[config.mk]
export PLATFORM = sky130hd
export DESIGN_NAME = crank_trigger_gen
export DESIGN_NICKNAME = d
export VERILOG_FILES = /design/src/rtl/crank_trigger_gen_pkg.sv /design/src/rtl/crank_trigger_gen_timer.sv /design/src/rtl/crank_trigger_gen.sv
export SDC_FILE = /design/constraint.sdc
export NUM_CORES = 1
export LEC_CHECK = 0
export BUFFER_PORTS_ARGS = -buffer_cell sky130_fd_sc_hd__buf_2
export CORE_UTILIZATION = 65
export CTS_CLUSTER_DIAMETER = 50
export CTS_CLUSTER_SIZE = 8
export DETAILED_ROUTE_END_ITERATION = 10
export GPL_TIMING_DRIVEN = 0
export MAX_ROUTING_LAYER = met4
export PLACE_DENSITY = 0.86
export REMOVE_ABC_BUFFERS = 1
export SLEW_MARGIN = 20
export SYNTH_ARGS = -nofsm -noshare
export SYNTH_HDL_FRONTEND = slang
export SYNTH_SLANG_ARGS = --single-unit
[constraint.sdc]
create_clock -name clk -period 11.1 [get_ports clk]
set_input_delay 0.555 -clock clk [delete_from_list [all_inputs] [get_ports clk]]
set_output_delay 0.555 -clock clk [all_outputs]
set_load 0.1 [all_outputs]
[src/rtl/crank_trigger_gen_pkg.sv]
// crank_trigger_gen_pkg: shared types, defaults and helpers for the crank
// trigger-wheel generator.
package crank_trigger_gen_pkg;

    typedef enum logic [1:0] {
        IDLE  = 2'd0,
        RUN   = 2'd1,
        DRAIN = 2'd2
    } state_e;

    localparam int TOOTH_NUM_DEF = 60;
    localparam int GAP_NUM_DEF   = 2;
    localparam int PERIOD_MIN    = 2;

    // Missing teeth sit at the top of the wheel: TOOTH_NUM-GAP_NUM..TOOTH_NUM-1.
    function automatic logic gap_tooth(input logic [5:0] tooth,
                                       input int         tooth_num,
                                       input int         gap_num);
        return (int'(tooth) >= (tooth_num - gap_num));
    endfunction

endpackage

[src/rtl/crank_trigger_gen_timer.sv]
// crank_tooth_timer: per-tooth phase counter with a period latch that only
// reloads at tooth boundaries, clamping short periods to PERIOD_MIN.
module crank_tooth_timer
    import crank_trigger_gen_pkg::*;
#(
    parameter int PERIOD_W = 24
) (
    input  logic                clk,
    input  logic                rst_n,
    input  logic                start,
    input  logic                run,
    input  logic                stop,
    input  logic [PERIOD_W-1:0] period,
    output logic [PERIOD_W-1:0] phase,
    output logic [PERIOD_W-1:0] period_lat,
    output logic                tooth_end,
    output logic                tick
);

    logic [PERIOD_W-1:0] phase_q, phase_d;
    logic [PERIOD_W-1:0] period_lat_q, period_lat_d;
    logic                tick_q, tick_d;
    logic [PERIOD_W-1:0] period_cl;

    assign period_cl = (period < PERIOD_W'(PERIOD_MIN)) ? PERIOD_W'(PERIOD_MIN) : period;
    assign tooth_end = run && (phase_q == (period_lat_q - PERIOD_W'(1)));

    // Advance phase; latch a fresh period on start and at every tooth end.
    always_comb begin
        phase_d      = phase_q;
        period_lat_d = period_lat_q;
        tick_d       = 1'b0;
        if (start) begin
            phase_d      = '0;
            period_lat_d = period_cl;
        end else if (tooth_end) begin
            phase_d      = '0;
            period_lat_d = period_cl;
            tick_d       = !stop;
        end else if (run) begin
            phase_d = phase_q + PERIOD_W'(1);
        end
    end

    // Timer state registers.
    always_ff @(posedge clk or negedge rst_n) begin
        if (!rst_n) begin
            phase_q      <= '0;
            period_lat_q <= '0;
            tick_q       <= 1'b0;
        end else begin
            phase_q      <= phase_d;
            period_lat_q <= period_lat_d;
            tick_q       <= tick_d;
        end
    end

    assign phase      = phase_q;
    assign period_lat = period_lat_q;
    assign tick       = tick_q;

endmodule

[src/rtl/crank_trigger_gen.sv]
// crank_trigger_gen: synthetic crank (cap) / cam trigger-wheel generator for a
// TOOTH_NUM-minus-GAP_NUM wheel. Cam output and revolution parity exist only
// when CRANK_TRIGGER_GEN_CAM_EN is defined; otherwise both are tied to 0.
module crank_trigger_gen
    import crank_trigger_gen_pkg::*;
#(
    parameter int TOOTH_NUM = TOOTH_NUM_DEF,
    parameter int GAP_NUM   = GAP_NUM_DEF,
    parameter int PERIOD_W  = 24,
    parameter int CAM_START = 10,
    parameter int CAM_LEN   = 2
) (
    input  logic                clk,
    input  logic                rst,
    input  logic                ena,
    input  logic [PERIOD_W-1:0] period,
    output logic                cap,
    output logic                cam,
    output logic [5:0]          tooth_num,
    output logic                rev,
    output logic                tooth_stb,
    output logic                busy
);

    if (TOOTH_NUM < 8 || TOOTH_NUM > 63) begin : g_bad_tooth_num
        $error("crank_trigger_gen: TOOTH_NUM must be 8..63");
    end
    if (GAP_NUM < 1 || GAP_NUM > 3) begin : g_bad_gap_num
        $error("crank_trigger_gen: GAP_NUM must be 1..3");
    end
    if (CAM_LEN < 1 || CAM_START + CAM_LEN > TOOTH_NUM) begin : g_bad_cam
        $error("crank_trigger_gen: cam window must lie inside the wheel");
    end

    state_e              state_q, state_d;
    logic                start, run, stop;
    logic                tooth_end, tick, wrap, clear;
    logic [PERIOD_W-1:0] phase, period_lat;
    logic [5:0]          tooth_q, tooth_d;
    logic                cap_q, cap_d;
    logic                busy_q, busy_d;
    logic                tooth_stb_q, tooth_stb_d;
    logic [5:0]          tooth_num_q, tooth_num_d;

    crank_tooth_timer #(.PERIOD_W(PERIOD_W)) u_timer (
        .clk        (clk),
        .rst_n      (rst),
        .start      (start),
        .run        (run),
        .stop       (stop),
        .period     (period),
        .phase      (phase),
        .period_lat (period_lat),
        .tooth_end  (tooth_end),
        .tick       (tick)
    );

    // FSM state register.
    always_ff @(posedge clk or negedge rst) begin
        if (!rst) state_q <= IDLE;
        else      state_q <= state_d;
    end

    // FSM next state: draining finishes the current tooth unless re-enabled.
    always_comb begin
        state_d = state_q;
        case (state_q)
            IDLE:    if (ena) state_d = RUN;
            RUN:     if (!ena) state_d = DRAIN;
            DRAIN:   if (ena) state_d = RUN;
                     else if (tooth_end) state_d = IDLE;
            default: state_d = IDLE;
        endcase
    end

    // FSM outputs: control strobes for the timer and counters.
    always_comb begin
        start = (state_q == IDLE) && ena;
        run   = (state_q != IDLE);
        stop  = (state_q == DRAIN) && !ena;
    end

    assign wrap  = (tooth_q == 6'(TOOTH_NUM - 1));
    assign clear = start || (tooth_end && stop);

    // Tooth position: restart at 0, step at each tooth end, wrap at wheel end.
    always_comb begin
        tooth_d = tooth_q;
        if (clear)          tooth_d = '0;
        else if (tooth_end) tooth_d = wrap ? 6'd0 : tooth_q + 6'd1;
    end

    // Next values of the registered outputs.
    always_comb begin
        busy_d      = run;
        cap_d       = run && !gap_tooth(tooth_q, TOOTH_NUM, GAP_NUM)
                      && (phase < (period_lat >> 1));
        tooth_num_d = tooth_q;
        tooth_stb_d = tick;
    end

    // Tooth counter and registered outputs.
    always_ff @(posedge clk or negedge rst) begin
        if (!rst) begin
            tooth_q     <= '0;
            cap_q       <= 1'b0;
            busy_q      <= 1'b0;
            tooth_stb_q <= 1'b0;
            tooth_num_q <= '0;
        end else begin
            tooth_q     <= tooth_d;
            cap_q       <= cap_d;
            busy_q      <= busy_d;
            tooth_stb_q <= tooth_stb_d;
            tooth_num_q <= tooth_num_d;
        end
    end

    assign cap       = cap_q;
    assign busy      = busy_q;
    assign tooth_stb = tooth_stb_q;
    assign tooth_num = tooth_num_q;

`ifdef CRANK_TRIGGER_GEN_CAM_EN
    logic rev_q, rev_d;
    logic cam_q, cam_d;
    logic rev_out_q, rev_out_d;

    // Revolution parity flips on each wheel wrap; cam fires in revolution 0 only.
    always_comb begin
        rev_d = rev_q;
        if (clear)                  rev_d = 1'b0;
        else if (tooth_end && wrap) rev_d = ~rev_q;
        cam_d     = run && !rev_q && (int'(tooth_q) >= CAM_START)
                    && (int'(tooth_q) < CAM_START + CAM_LEN);
        rev_out_d = rev_q;
    end

    // Revolution counter and cam/rev output registers.
    always_ff @(posedge clk or negedge rst) begin
        if (!rst) begin
            rev_q     <= 1'b0;
            cam_q     <= 1'b0;
            rev_out_q <= 1'b0;
        end else begin
            rev_q     <= rev_d;
            cam_q     <= cam_d;
            rev_out_q <= rev_out_d;
        end
    end

    assign cam = cam_q;
    assign rev = rev_out_q;
`else
    assign cam = 1'b0;
    assign rev = 1'b0;
`endif

endmodule

==> results of run 1 <==
==> per-stage QoR <==
stage | cells | setup WS [ps] | power (mW) | area [µm²] | hold WS, ps
finish | 584 | 6696 | 0.7209 | 4853 | 300.0
global route | 584 | 6474 | 0.7556 | 4853 | 364.7
CTS | 584 | 6722 | 0.7205 | 4853 | 323.6
detailed placement | 568 | 6740 | 0.4963 | 4636 | 341.0
global placement | 565 | 5927 | 0.4832 | 4596 | 332.8
floorplan | 453 | 6721 | 0.4377 | 4324 | 259.4
==> layout by cell type, fill, tap and decap left out, types with 5 or more instances in the layout <==
master    netlist  final
nand2b_1        8      8
nand2_1        24     24
buf_2           4     34
ha_1           26     26
xnor2_1        26     26
mux2i_1         7      7
nand3_1        15     15
a21o_1         11     11
nor3_1         16     16
a21oi_1        13     13
o21bai_1        5      5
nor2_1         41     41
dfrtp_1        66     66
o21ai_0        11     11
or4_1           6      6
xor2_1         20     20
nor4_1         18     18
nand4_1        15     15
clkbuf_8        0      9
and3_1          9      9
mux2_1         18     18
inv_1          36     36
==> cells by family (layout without fill, tap and decap cells) <==
| logic type | count (synthesis) | in the layout | share of synthesized area, % |
|---|---|---|---|
| AOI/OAI and AO/OA | 78 | 78 | 12.88 |
| and+or+nand+nor | 170 | 170 | 20.62 |
| DFF | 66 | 66 | 37.28 |
| xor gates and xnor gates | 46 | 46 | 9.094 |
| adders and majority gates | 26 | 26 | 7.343 |
| other | 1 | 2 | 0.08464 |
| buffers and inverters | 55 | 90 | 5.535 |
| muxes | 29 | 29 | 7.173 |
==> metal layers <==
| metal | up-vias | share of wire [%] | track usage (%) |
|---|---|---|---|
| met5 | - | 0 | - |
| met1 | 1804 | 42 | 39.25 |
| met2 | 151 | 49 | 52.99 |
| met4 | 0 | 3.0 | 13.71 |
| met3 | 31 | 6.4 | 6.391 |
| li1 | 1764 | - | - |
==> sequential cells by signal, indices dropped and copies added (netlist names) <==
signal              count
u_timer.period_lat     24
u_timer.phase          24
tooth_num               6
tooth_num_d             6
state_q                 2
busy                    1
cap                     1
tooth_stb               1
u_timer.tick            1
==> path summary, 6_finish.rpt <==
kind	slack [ps]	end	from
min	300	tooth_num[3]	rst
max in group asynchronous	10280	u_timer.phase[11]	rst
max reg2reg	6700	u_timer.period_lat[8]	u_timer.period_lat[2]
min reg2reg	360	tooth_stb	u_timer.tick
max	6700	u_timer.period_lat[8]	u_timer.period_lat[2]
min in group clk	360	tooth_stb	u_timer.tick
==> worst max-delay path, delay by kind of cell (launching register included) <==
family	cells	cell delay (ps)
buf+inv	2	410
flops	1	510
simple gates	5	2110
compound gates	2	900
mux	1	350
==> layout make-up <==
| type | count | area [µm²] | area share (%) |
|---|---|---|---|
| multi-input combinational | 351 | 2537 | 52.28 |
| tap | 77 | 96.34 | 1.985 |
| clock inverter | 7 | 93.84 | 1.933 |
| sequential | 66 | 1652 | 34.03 |
| inverter | 36 | 135.1 | 2.784 |
| clock buffer | 9 | 123.9 | 2.552 |
| timing repair buffer | 38 | 215.2 | 4.434 |
==> power breakdown <==
group / leakage [nW] / switching [mW] / internal (mW) / total [mW]
sequential: 0.854 / 0.0473 / 0.265 / 0.312
clock: 0.105 / 0.0983 / 0.126 / 0.224
combinational: 1.29 / 0.105 / 0.0800 / 0.185
==> summary.txt, run 1 <==
Status
  • Outcome: finished, violations left
  • Failing checks: design-rule violations

Global route
  • Maximum number of pins on one net before global-route repair: 67
  • First-pass GRT wire length: 17,500 µm
  • Total track usage: 32.41%
  • Grt ovf: 0
  • Antenna violations before repair: 0
  • Vias in the first global route: ~3,700

Clock network
  • Hold Buf Count CTS: 0
  • CTS tree: yes
  • CTS clk-pin slew, worst paths: 80 ps
  • Setup repair bufs after CTS: 0
  • TritonCTS Buffers: 9
  • H-tree depth: 3
  • CTS Sinks: between 60 and 70
  • PostCTS Resize Cnt: 0
  • Root buffer cell: clkbuf_8
  • Clock Path Buffers: 2
  • Later-pin clock latency in the skew report: between 300 and 400 ps

Pwr
  • Power per cell area: about 150 mW/mm²
  • Leakage: between 2 and 2.5 nW
  • Peak VDD IR: 96.75 µV

Place
  • Final HPWL DP: just under 8000 µm
  • Port bufs: 35
  • Gp weighted congestion: about 0.9

STA
  • Hold Vio Cnt, Final: 0
  • F_max: 227.0 MHz
  • Crit share post-route: approximately two fifths
  • Final setup vio count: 0
  • Count of final max-slew check failures: 0
  • Unrepaired setup endpoints after global routing: no
  • Post-route minimum period: around 4400 ps
  • Worst slew pin tran: 1133 ps
  • Post-route setup TNS: 0 ps
  • Fin Clk Skew: about 12 ps
  • Max-slew headroom: between 20% and 30%

Final layout
  • Fin nets: 555
  • Diode count: 0
  • Share of cells above drive strength 1: around an eighth
  • Filler cell count: approximately 490
  • Layout area overhead: 9.545%
  • Post-layout util: between 70% and 80%

Worst setup path
  • Max incr delay on CP: between 600 and 700 ps
  • Worst Path Required: approximately 11,000 ps
  • Crit-path cells: nor3_1, nand4_1, o31a_1, nor4_1, nand4_1, or4_1, o31ai_4, buf_8, buf_6, mux2_2
  • Crit Path Max Fanout: 17
  • Crit end category: register
  • Critical path's slowest cell: nor3_1
  • Worst EP arrival: roughly 4600 ps
  • Crit path top cell by count: nand4_1
  • R2R cell count: 10
  • Critical path type: register to register
  • CP startpoint kind: register

Logic synthesis
  • Ys async rst share: between 90% and 100%
  • Post-synthesis cell count: ~470
  • Primary FF master, synth: dfrtp_1
  • Post-synth EDFFs: 0
  • Sequential-to-total area share from yosys stat: between 30% and 40%
  • Cell variety after synth: 62
  • Post-Syn Area per Cell: around 9.4 µm²
  • Seq cells post-synth: between 60 and 70
  • Synth Warn #: 0
  • Most numerous cell in the Yosys netlist: dfrtp_1
  • Largest cells by area after synthesis: dfrtp_1, ha_1, xnor2_1, mux2_1, xor2_1
  • Post-synth top cells: dfrtp_1, nor2_1, inv_1
  • Post-synth top area share: a little under two fifths
  • Leading area contributor after synthesis: dfrtp_1
  • Syn Std Cell Area: 0.004430 mm²

Route
  • ANT nets after route: 0
  • Vias/cell: approximately 6.4
  • Vias: approximately 3,800
  • DRT Pass-1 Iters: 9
  • Routed len/inst: 17.77 µm
  • Final routed DRC violation total: 1
  • Routed wire length: around 10,000 µm
  • Initial DRC count: just under 300

Run
  • Number of max-cap violations: 0

Worst hold path
  • Hold WC Path Type: input port to async pin

Die
  • Die area: about 0.0072 mm²
  • Die X: 84.56 µm
  • Initial Util: 68.60%
  • Std-Cell Rows: 29
  • Die Height: 84.56 µm
  • Core area: between 0.006 and 0.007 mm²
  • I/O pins: 38
Power figures use the tool's default switching activity.
==> run 2: changes to the inputs <==
- ABC_AREA: default -> 1
- CORE_UTILIZATION: 65 -> 55
- PLACE_DENSITY: 0.86 -> 0.77
- clock period: 11.1 -> 3.62 ns (I/O delays scaled with it)
==> run 2 against run 1 <==
  * The flow still finishes with violations (design-rule violations)
  * Die area is 29% higher
  * Non-clock buffer count is 1 lower
  * Register-to-register slack worse by 6300 ps
  * Global-route usage is 3.7 points lower
  * Synthesized cell count is 44% higher
  * Setup slack worse by 6300 ps
  * Cell area is 9.5% higher
  * Sequential share of layout area is 3.0 points lower
  * Critical endpoint is now u_timer.phase[23]
  * Via count is 21% higher
  * Fmax is 38% higher
==> summary.txt, run 2 <==
Worst setup path
  • Max incr delay on CP: 610 ps (-70 ps)
  • Critical path's slowest cell: nand2_2
  • Worst Path Required: 3830 ps (-7490 ps)
  • Critical path type: register to register
  • CP startpoint kind: register
  • CP delay by family, top: simple AND/OR/NAND/NOR gates
  • Worst EP arrival: 3400 ps (-1230 ps)
  • Crit-path cells: nor2_2, nand2_1, nor2_4, nand2_1, xor2_1, nand2_1, nor2_1, nand2_1, nor2_1, nand3_2, nand2_2, nor2_1
  • Slack of the worst reg-to-reg path: 430 ps (-6260 ps)
  • Worst r2r dst: u_timer.phase[23]
  • Crit path top cell by count: nand2_1
  • CP bufs+invs: 0 (-2)
  • Worst r2r src: u_timer.period_lat[3]
  • R2R cell count: 12 (+2)
  • Crit end category: register
  • Crit Path Max Fanout: 31 (+14)

Logic synthesis
  • Post-synth top cells: nand2_1, nand3_1, nor2_1
  • Seq cells post-synth: 66 (unchanged)
  • Cell variety after synth: 38 (-39%)
  • Synth Warn #: 0 (unchanged)
  • Sequential-to-total area share from yosys stat: 33.83% (-3.4 points)
  • Post-synth top area share: 33.83% (-3.4 points)
  • Syn Std Cell Area: 0.004882 mm² (+10%)
  • Ys async rst share: 100.0% (unchanged)
  • Post-synth EDFFs: 0 (unchanged)
  • Largest cells by area after synthesis: dfrtp_1, nand2_1, nand3_1, nor2_1, ha_1
  • Most numerous cell in the Yosys netlist: nand2_1
  • Leading area contributor after synthesis: dfrtp_1
  • Post-synthesis cell count: 678 (+44%)
  • Post-Syn Area per Cell: 7.201 µm² (-23%)
  • Primary FF master, synth: dfrtp_1

Die
  • Die X: 96.22 µm (+14%)
  • Core area: 0.008636 mm² (+34%)
  • Initial Util: 56.53% (-12 points)
  • I/O pins: 38 (unchanged)
  • Std-Cell Rows: 34 (+17%)
  • Die Height: 96.22 µm (+14%)
  • Die area: 0.009257 mm² (+29%)

Pwr
  • Seq pwr share: 41.7% (-1.6 points)
  • Peak VDD IR: 282.9 µV (+190%)
  • Power per cell area: 439.6 mW/mm² (+200%)
  • Leakage: 2.729 nW (+21%)
  • Internal: 1.400 mW (+200%)
  • Sw Ratio: 40.09% (+5.4 points)
  • Clk network pwr share: 26.6% (-4.5 points)
  • Sw power: 0.9366 mW (+270%)
  • Combinational cell fraction of total power: 31.7% (+6.1 points)
  • Tot Pwr: 2.336 mW (+220%)

Worst hold path
  • Hold WC Path Type: input port to register
  • Cells on Worst Hold Path: 3
  • Hold path startpoint: period[3]
  • Hold Crit Endpoint: u_timer.period_lat[3]

STA
  • Unrepaired setup endpoints after global routing: no
  • Hold Slack: 65.37 ps (-234.6 ps)
  • F_max: 313.8 MHz (+38%)
  • Worst slew pin tran: 1039 ps (-93.99 ps)
  • Final setup vio count: 0 (unchanged)
  • Fin Clk Skew: 15.60 ps (+3.928 ps)
  • Hold Vio Cnt, Final: 0 (unchanged)
  • Count of final max-slew check failures: 0 (unchanged)
  • Crit share post-route: 88.02% (+48 points)
  • Post-route minimum period: 3186 ps (-1218 ps)
  • Max-slew headroom: 30.55% (+6.7 points)

Route
  • Final routed DRC violation total: 1 (unchanged)
  • ANT nets after route: 0 (unchanged)
  • DRT Pass-1 Iters: 8 (-1)
  • Routed len/inst: 14.41 µm (-19%)
  • Vias: 4,551 (+21%)
  • Initial DRC count: 294 (+0.34%)
  • Routed wire length: 11,830 µm (+14%)
  • Vias/cell: 5.543 (-14%)

Global route
  • Vias in the first global route: 4,135 (+12%)
  • First-pass GRT wire length: 19,260 µm (+10%)
  • Total track usage: 28.68% (-3.7 points)
  • Antenna violations before repair: 0 (unchanged)
  • Grt ovf: 0 (unchanged)
  • Maximum number of pins on one net before global-route repair: 56 (-16%)

Final layout
  • Most common cell after layout, fill and taps aside: nand2_1
  • Layout area overhead: 8.867%
  • Filler cell count: 779 (+61%)
  • Commonest cells after routing, fill and taps aside: nand2_1, nand3_1, nor2_1
  • Finished Cell Area: 0.005315 mm² (+9.5%)
  • Share of cells above drive strength 1: 11.22% (-2.0 points)
  • Post-layout util: 61.55% (-14 points)
  • Diode count: 0 (unchanged)
  • Fin nets: 761 (+37%)

Clock network
  • CTS tree: yes
  • Root buffer cell: clkbuf_8
  • TritonCTS Buffers: 9 (unchanged)
  • H-tree depth: 3 (unchanged)
  • CTS Sinks: 66 (unchanged)
  • CTS clk-pin slew, worst paths: 80 ps (about the same)
  • Later-pin clock latency in the skew report: 360 ps (about the same)
  • Clock Path Buffers: 2 (unchanged)
  • Setup repair bufs after CTS: 0 (unchanged)

Place
  • Final HPWL DP: 9025 µm (+16%)
  • Gp weighted congestion: 0.9458 (+2.2%)
  • Placed inst area: 0.005107 mm² (+10%)
  • Port bufs: 35 (unchanged)

Run
  • Number of max-cap violations: 0 (unchanged)

Status
  • Outcome: finished, violations left
  • Failing checks: design-rule violations
run 2: changes by cell type after synthesis, sizes merged, moves of 8 or more:
cell    change
nand2b      -8
nor4       -13
xnor2      -14
inv        +42
nor2       +62
and3        -8
nand2     +138
xor2       +13
nand3      +82
mux2       -22
a21o       -11
nand4       +9
run 2: logic make-up after synthesis:
group,synth area share (%)
compound gates,3.434
xor+xnor,8.073
fa+ha+maj,6.663
buf+inv,8.688
flops,33.83
other cells,0.07681
simple gates,39.24
run 2: through the flow:
stage | TNS [ps] | std cells | setup WS (ps)
floorplan | 0 | 660 | 764.8
finish | 0 | 821 | 433.6
global route | 0 | 821 | 50.38
CTS | 0 | 821 | 205.9
detailed placement | 0 | 804 | 206.9
global placement | -4422 | 803 | -235.6
run 2: final cells by class:
class                           count  area (µm²)  area share (%)
Multi-Input combinational cell    514        2818           53.01
Sequential cell                    66        1652           31.07
Inverter                           80       300.3           5.650
Timing Repair Buffer               37       215.2           4.049
Tap cell                          108       135.1           2.542
Clock buffer                       10       127.6           2.401
Clock inverter                      6       67.56           1.271
run 2: layer usage:
layer,wire [µm],GRT usage [%]
met1,5429,37.35
met2,5403,44.44
met3,698,5.292
met4,302,10.70
met5,0,-
run 2: what timing repair did:
item | 4_1_cts | 5_1_grt
endpoints found under the setup margin | 0 | 22
hold buffers | 1 | 0
endpoints found under the hold margin | 66 | 0
resized for setup | 0 | 1
run 2: worst register-to-register path, cell delays in order, from the launching register on:
cell     delay, ps
dfrtp_1        470
nor2_2         160
nand2_1        100
nor2_4         300
nand2_1        120
xor2_1         230
nand2_1         80
nor2_1         120
nand2_1         50
nor2_1         170
nand3_2        530
nand2_2        620
nor2_1         110
run 2: how the worst max path moves through the flow:
stage | from | end | slack [ps] | cells past startpoint
2_1_floorplan | u_timer.period_lat[0] | u_timer.phase[23] | 760 | 15
3_3_place_gp | u_timer.period_lat[3] | u_timer.phase[23] | -240 | 12
3_5_place_dp | u_timer.period_lat[2] | u_timer.phase[23] | 210 | 12
4_1_cts | u_timer.period_lat[0] | u_timer.phase[23] | 210 | 13
5_1_grt | u_timer.period_lat[3] | u_timer.phase[18] | 50 | 12
6_report | u_timer.period_lat[3] | u_timer.phase[23] | 430 | 12
run 2: power groups by stage:
| stage | clock network [mW] | registers [mW] | logic (mW) |
|---|---|---|---|
| global route | 0.663 | 0.986 | 0.841 |
| floorplan | 0 | 0.954 | 0.545 |
| finish | 0.621 | 0.974 | 0.741 |
| detailed placement | 0 | 0.983 | 0.727 |
| CTS | 0.633 | 0.968 | 0.734 |
| global placement | 0 | 0.979 | 0.690 |
